`config.mk`:
```
export PLATFORM = sky130hd
export DESIGN_NAME = bram_capture_ctrl
export DESIGN_NICKNAME = d
export VERILOG_FILES = /design/src/rtl/bram_capture_ctrl.sv
export SDC_FILE = /design/constraint.sdc
export NUM_CORES = 1
export LEC_CHECK = 0
export ABC_AREA = 1
export CORE_MARGIN = 2
export CORE_UTILIZATION = 35
export DETAILED_ROUTE_END_ITERATION = 12
export GPL_ROUTABILITY_DRIVEN = 0
export PLACE_DENSITY = 0.71
export SYNTH_ARGS = -nofsm -noshare
export SYNTH_HDL_FRONTEND = slang
export SYNTH_SLANG_ARGS = --single-unit
```
`constraint.sdc`:
```
create_clock -name clk -period 1.8 [get_ports clk]
set_clock_uncertainty 0.05 [all_clocks]
set_input_delay 0.54 -clock clk [delete_from_list [all_inputs] [get_ports clk]]
set_output_delay 0.54 -clock clk [all_outputs]
set_load 0.05 [all_outputs]
```
`src/rtl/bram_capture_ctrl.sv`:
```
// Capture sequencer: a start edge plus a trigger level turn input samples into BRAM writes
// at {buffer, pointer}. Optional input decimation is built when BRAM_CAPTURE_DECIM_EN is defined.
module bram_capture_ctrl #(
   parameter int ADDR_W = 10,
   parameter int DATA_W = 32,
   parameter int SEL_W  = 2
) (
   input  logic                    clk,
   input  logic                    reset_n,
   input  logic [31:0]             ctrl,
   input  logic [31:0]             sel,
   input  logic                    trig,
   input  logic                    din_valid,
   input  logic [DATA_W-1:0]       din,
   output logic                    bram_we,
   output logic [SEL_W+ADDR_W-1:0] bram_addr,
   output logic [DATA_W-1:0]       bram_wdata,
   output logic [31:0]             status,
   output logic                    done_irq
);

   localparam int          CW      = ADDR_W + 1;
   localparam logic [15:0] LEN_MAX = 16'((1 << ADDR_W) - 1);

   typedef enum logic [1:0] {
      IDLE    = 2'd0,
      ARMED   = 2'd1,
      CAPTURE = 2'd2,
      DONE    = 2'd3
   } state_t;

   state_t            state;
   logic              ctrl0_q;
   logic              start_pulse;
   logic              abort;
   logic              do_arm;
   logic              cap_en;
   logic              accept;
   logic              last_wr;
   logic              decim_ok;
   logic [ADDR_W-1:0] len_q;
   logic [ADDR_W-1:0] len_clip;
   logic [ADDR_W-1:0] ptr;
   logic [SEL_W-1:0]  sel_q;
   logic              wrap_q;
   logic              done_f;
   logic              aborted_f;
   logic              wrapped_f;
   logic [CW-1:0]     count;
   logic [CW-1:0]     len_p1;
   logic              unused_bits;

   assign unused_bits = ^{sel[31:SEL_W], ctrl[15:3]};

   assign start_pulse = ctrl[0] & ~ctrl0_q;
   assign abort       = ctrl[1];
   assign len_clip    = (ctrl[31:16] > LEN_MAX) ? LEN_MAX[ADDR_W-1:0] : ctrl[ADDR_W+15:16];
   assign len_p1      = {1'b0, len_q} + CW'(1);
   // Start is honoured only when idle or finished; abort wins over a start in DONE.
   assign do_arm      = start_pulse & ((state == IDLE) | ((state == DONE) & ~abort));
   assign cap_en      = ~abort & (((state == ARMED) & trig) | (state == CAPTURE));
   assign accept      = cap_en & din_valid & decim_ok;
   assign last_wr     = (ptr == len_q);

`ifdef BRAM_CAPTURE_DECIM_EN
   logic [3:0] decim_n_q;
   logic [3:0] decim_cnt;

   // The trigger-cycle sample is always taken, so the counter is primed on that cycle.
   assign decim_ok = (state != CAPTURE) | (decim_cnt == 4'd0);

   always_ff @(posedge clk or negedge reset_n) begin
      if (!reset_n) begin
         decim_n_q <= 4'd0;
         decim_cnt <= 4'd0;
      end else begin
         if (do_arm)
            decim_n_q <= ctrl[11:8];
         if ((state == ARMED) && trig)
            decim_cnt <= din_valid ? decim_n_q : 4'd0;
         else if ((state == CAPTURE) && din_valid)
            decim_cnt <= (decim_cnt == 4'd0) ? decim_n_q : decim_cnt - 4'd1;
      end
   end
`else
   assign decim_ok = 1'b1;
`endif

   always_ff @(posedge clk or negedge reset_n) begin
      if (!reset_n) begin
         state      <= IDLE;
         ctrl0_q    <= 1'b0;
         len_q      <= '0;
         sel_q      <= '0;
         wrap_q     <= 1'b0;
         ptr        <= '0;
         count      <= '0;
         done_f     <= 1'b0;
         aborted_f  <= 1'b0;
         wrapped_f  <= 1'b0;
         bram_we    <= 1'b0;
         bram_addr  <= '0;
         bram_wdata <= '0;
         done_irq   <= 1'b0;
      end else begin
         ctrl0_q  <= ctrl[0];
         bram_we  <= 1'b0;
         done_irq <= 1'b0;

         if (do_arm) begin
            state     <= ARMED;
            len_q     <= len_clip;
            sel_q     <= sel[SEL_W-1:0];
            wrap_q    <= ctrl[2];
            ptr       <= '0;
            count     <= '0;
            done_f    <= 1'b0;
            aborted_f <= 1'b0;
            wrapped_f <= 1'b0;
         end else if (abort && (state != IDLE)) begin
            state <= IDLE;
            // Aborting a finished capture keeps its flags for software to read.
            if (state != DONE) begin
               aborted_f <= 1'b1;
               done_f    <= 1'b0;
            end
         end else if ((state == ARMED) && trig) begin
            state <= CAPTURE;
         end

         if (accept) begin
            bram_we    <= 1'b1;
            bram_addr  <= {sel_q, ptr};
            bram_wdata <= din;
            if (count != len_p1)
               count <= count + CW'(1);
            if (!last_wr) begin
               ptr <= ptr + ADDR_W'(1);
            end else if (wrap_q) begin
               ptr       <= '0;
               wrapped_f <= 1'b1;
            end else begin
               state    <= DONE;
               done_f   <= 1'b1;
               done_irq <= 1'b1;
            end
         end
      end
   end

   assign status = {16'(count), 11'd0, wrapped_f, aborted_f, done_f, state};

endmodule

```
==> results.toml, run 1 <==
[setup_path]
timing_worst_setup_path_type = "reg2reg"
start_kind = "flip-flop"
cp_max_fo = 5
endpoint_kind = "flip-flop"
crit_required_ns = 1.98
worstPathArrival_ns = 2.03

[sta]
final-setup-viol-count = 15
fin_ws_ns = -0.0484
drv_slew = 0
rsz0062_at_grt = "yes"
fin_crit_ns = 1.85
hold_slack_ns = 0.424
fmax_mhz = 541
fin_crit_sh = 1.03
hold_viol_final = 0

[global_routing]
grt_usage = 0.173
grt_max_degree = 76
antenna_found_initial = 0
grt_pass1_vias = 3920
grt_pass1_wl_um = 18600
overflow = 0

[logic_synthesis]
synth_most_common_cell = "nand2_1"
yosysTopAreaCellShare = 0.485
netlist_area_um2 = 4440
syn_avg_cell_area_um2 = 7.80
synth_commonest_cells = "226 x nand2_1, 86 x dfrtp_1, 48 x inv_1, 39 x o21ai_0, 37 x nor2_1"
synthCells = 569
yosys.area.top_type = "dfrtp_1"
ys_ff_latch = 86
synthArstFlopShare = 1.00
yosysSeqAreaShare = 0.485
synth-main-ff-cell = "dfrtp_1"
synth_top_cells_by_area = "dfrtp_1 48%, nand2_1 19%, o21ai_0 4.4%"
ys_warn_count = 0
yosysUniqueCellTypes = 31
synth_edf_count = 0

[power]
power.leakage_nw = 3.32
ir_drop_uv = 738
p_per_area_nw_per_um2 = 1210

[placed_design]
place_ws_ns = -0.453
dp.cells = 855
place_area_um2 = 6430
dp_hpwl_um = 8230
io_buffers = 118

[detailed_routing]
vias = 4030
drt_iter0_markers = 170
wl_per_cell_um = 13.0
dr.pass1.iters = 5
drtAntennaViolNets = 0
routed_wirelength_um = 11400
drt-vias-per-instance = 4.60
post-route-drc-count = 0

[layout]
fin_cells = 877
antennaDiodeCount = 0
layout-drive-gt1-share = 0.213
nNetsFinal = 804
post-route-util = 0.555
area_growth_pct = 56.6
stdcell_area_um2 = 6950

[outcome]
status = "finished with violations"
violations = "setup timing"

[die]
die_y_um = 117
die_x_um = 117
start_util = 0.355
core-area_um2 = 12500
dieArea_um2 = 13600
num_rows = 41
pin_count = 178

[flow_run]
drv_cap = 0

[clocking]
clk_path_buf_depth = 2
clkSinkCount = 86
htreeDepth = 3
cts_buffers = 9
insertion_delay_ns = 0.34
clk_pin_slew_ns = 0.06
root_buffer = "clkbuf_16"
cts_tree = "done"

[worst_hold_path]
hold_path.class = "reg2reg"
## metrics by stage
stage,setup TNS [ns],power [W]
final,-0.324,0.00842
after global routing,-2.53,0.00886
after CTS,-0.653,0.00840
after detailed placement,-26.47,0.00666
after global placement,-27.42,0.00658
after floorplan,0,0.00463
## sequential cells by signal (all words and copies together) (netlist names), 2 cells and up
name and cells:
ptr 10, sel_q 2, bram_addr 12, count 11
bram_wdata 32, state 2, len_q 10
## report_power, final
part | internal, W | switching [W]
Combinational | 0.00178 | 0.00210
Clock | 0.00100 | 0.000706
Sequential | 0.00236 | 0.000486
Total | 0.00514 | 0.00329
## what timing repair did
| item | 4_1_cts | 5_1_grt |
|---|---|---|
| endpoints found under the setup margin | 30 | 70 |
| setup buffers | 0 | 3 |
| hold endpoints to repair | 11 | 0 |
| resized for setup | 4 | 47 |
| hold buffers | 1 | 0 |
| cloned | 0 | 3 |
| pin swaps | 0 | 13 |
## cell usage in the layout, fill, tap and decap left out, types with 4 or more instances in the layout
cell type / netlist / final
nand2_1: 226 / 223
dfrtp_1: 86 / 75
buf_12: 0 / 65
clkdlybuf4s50_1: 0 / 53
inv_1: 48 / 43
nor2_1: 37 / 35
o21ai_0: 39 / 33
nand3_1: 27 / 25
xor2_1: 17 / 17
conb_1: 1 / 16
buf_4: 21 / 13
dfrtp_2: 0 / 11
clkbuf_16: 0 / 10
o21ai_1: 7 / 9
nand3_2: 9 / 8
buf_6: 3 / 6
inv_2: 1 / 5
nor3_1: 6 / 5
nor2_4: 1 / 5
o21ai_2: 1 / 4
## layout make-up
cell class / instances / area, µm²
fillers: 1155 / 5570
flip-flops and latches: 86 / 2170
repair buffers: 141 / 2060
multi-input cells: 414 / 2060
clock buffers: 14 / 264
well taps: 172 / 215
inverters: 49 / 186
clock inverters: 1 / 5.00
## final timing paths
check                              start      endpoint  slack [ns]  depth (start not counted)
worst max-delay path            len_q[0]      count[5]       -0.05                         13
worst min-delay path            sel_q[1]      sel_q[1]        0.42                          2
worst max register to register  len_q[0]      count[5]       -0.05                         13
worst min register to register  sel_q[1]      sel_q[1]        0.42                          2
max in group asynchronous        reset_n      state[1]        0.50                          3
min in group asynchronous        reset_n  bram_addr[2]        0.54                          2
## layer usage
metal,share of wire,global-route usage
met2,0.49,0.281
met5,0,0
met1,0.42,0.216
met4,0.010,0.0447
met3,0.083,0.0685
## cell families (layout without fill, tap and decap cells)
group | count (synthesis) | count (layout) | share of synthesized area
and+or+nand+nor | 320 | 321 | 0.305
DFF | 86 | 86 | 0.485
buffers and inverters | 86 | 205 | 0.100
AOI/OAI and AO/OA | 54 | 55 | 0.0629
xor gates and xnor gates | 19 | 19 | 0.0375
adders and majority gates | 3 | 3 | 0.00846
other | 1 | 16 | 0.000845
## worst max-delay path: stages, from the launching register on
cell	delay, ns
dfrtp_1	0.40
buf_4	0.18
nand3_4	0.11
nor2_4	0.14
nand2_1	0.06
nand2_1	0.08
nand2_1	0.06
nand2_1	0.07
nand2_1	0.06
nor2_2	0.15
nand2_4	0.10
clkbuf_16	0.17
nand3_2	0.05
nand2_1	0.05
(Power assumes the default switching activity.)
==> inputs of run 2 (changes only) <==
==> constraint.sdc (replaced) <==
create_clock -name clk -period 1.8 [get_ports clk]
set_clock_uncertainty 0.05 [all_clocks]
set_input_delay 0.54 -clock clk [delete_from_list [all_inputs] [get_ports clk]]
set_output_delay 0.54 -clock clk [all_outputs]
set_load 0.1 [all_outputs]
==> run 2 against run 1 <==
  * The flow still finishes with violations (setup timing)
  * Die area unchanged
  * Cell count increased by 1.9%
  * Power increased by 22%
  * Critical path depth unchanged
  * Wire length increased by 4.8%
  * Sequential power about the same
  * Non-clock buffer count increased by 16
  * Register-to-register slack about the same
  * Critical endpoint is now count[9]
  * Highest routed layer unchanged
==> results.toml, run 2 (synthesis gave the netlist of run 1 again) <==
[outcome]
status = "finished with violations"
violations = "setup timing"

[detailed_routing]
post-route-drc-count = 0
vias = 4073
drt-vias-per-instance = 4.56
wl_per_cell_um = 13.3
drtAntennaViolNets = 0
routed_wirelength_um = 11900
dr.pass1.iters = 4
drt_iter0_markers = 152

[layout]
regMostFlops = "bram_wdata"
reg_top3 = "bram_wdata (32), bram_addr (12), count (11)"
antennaDiodeCount = 0
largest_reg_flops = 32
final_common_cell = "nand2_1"
nNetsFinal = 820
mostFrequentLayoutCells = "223 x nand2_1, 73 x dfrtp_1, 70 x buf_12"
area_growth_pct = 63.3
layout-drive-gt1-share = 0.240
fin_cells = 894

[clocking]
root_buffer = "clkbuf_16"
cts_tree = "done"
insertion_delay_ns = 0.34
htreeDepth = 3
clkSinkCount = 86
clk_path_buf_depth = 2
cts_buffers = 9
clk_pin_slew_ns = 0.06

[global_routing]
overflow = 0
grt_pass1_vias = 4038
grt_usage = 0.181
antenna_found_initial = 0
grt_pass1_wl_um = 19400
grt_max_degree = 57

[sta]
fin_crit_sh = 1.03
drv_slew = 0
fin_ws_ns = -0.0616
tns_ns = -0.395
rsz0062_at_grt = "yes"
fmax_mhz = 537
fin_crit_ns = 1.86
hold_viol_final = 0
hold_slack_ns = 0.444
final-setup-viol-count = 11

[setup_path]
timing_worst_setup_path_type = "reg2reg"
start_kind = "flip-flop"
worstPathArrival_ns = 2.04
crit_required_ns = 1.98
cp_max_fo = 5
endpoint_kind = "flip-flop"
r2r_cells = 13

[flow_run]
drv_cap = 0

[worst_hold_path]
hold_path.class = "reg2reg"
worstHoldPathCells = 2

[placed_design]
io_buffers = 118
place_ws_ns = -0.556
dp.cells = 858
dp_hpwl_um = 8460

[power]
ir_drop_uv = 1100
p_per_area_nw_per_um2 = 1420
total_power_w = 0.0103
power.leakage_nw = 3.46

[die]
die_y_um = 117
core-area_um2 = 12500
die_x_um = 117
num_rows = 41
start_util = 0.355
dieArea_um2 = 13600
pin_count = 178
==> run 2: area by class of cell <==
type | instances | area (µm²)
inverters | 49 | 186
flip-flops and latches | 86 | 2190
fillers | 1078 | 5270
well taps | 172 | 215
clock buffers | 13 | 270
repair buffers | 157 | 2280
multi-input cells | 414 | 2040
clock inverters | 3 | 65.1
==> run 2: per-stage QoR <==
| stage | util | cell area (µm²) |
|---|---|---|
| detailed placement | 0.521 | 6530 |
| global route | 0.579 | 7250 |
| CTS | 0.569 | 7120 |
| floorplan | - | 4550 |
| global placement | 0.521 | 6530 |
| finish | 0.579 | 7250 |
==> run 2: routing by layer <==
layer  share of wire  vias to the layer above  global-route usage
li1                -                     2037                   -
met1            0.42                     1938               0.228
met2            0.53                       82               0.314
met3           0.034                       16              0.0311
met4           0.017                        0              0.0635
met5               0                        -                   0
==> run 2: timing repair <==
item                       CTS  global route
hold buffers                 1             0
setup buffers                9             5
setup endpoints to repair   65            63
resized for setup           34            20
cloned                       4             1
hold endpoints to repair     9             0
pin swaps                    7            18
==> run 2: final timing paths <==
| path | startpoint | to | slack [ns] |
|---|---|---|---|
| setup / recovery | len_q[1] | count[9] | -0.06 |
| hold / removal | sel_q[0] | bram_addr[10] | 0.44 |
| setup reg to reg | len_q[1] | count[9] | -0.06 |
| hold reg to reg | sel_q[0] | bram_addr[10] | 0.44 |
| max in group asynchronous | reset_n | state[1] | 0.65 |
| min in group asynchronous | reset_n | bram_wdata[30] | 0.52 |
==> run 2: power breakdown <==
part / switching [W] / internal, W / leakage [nW]
sequential: 0.000491 / 0.00236 / 1.08
clock: 0.000746 / 0.00133 / 0.166
combinational: 0.00350 / 0.00183 / 2.21
total: 0.00474 / 0.00552 / 3.46
==> run 2: critical path, cell delays in order, from the launching register on <==
cell and delay, ns:
dfrtp_1 0.41, ha_4 0.29, inv_2 0.03, nand2_1 0.05, nand2_1 0.06, nor2_1 0.09
nand3_1 0.07, nor2_1 0.10, nand2_1 0.07, nor2_2 0.14, nand2_4 0.11, clkbuf_16 0.18
nand3_2 0.05, nand2_1 0.05
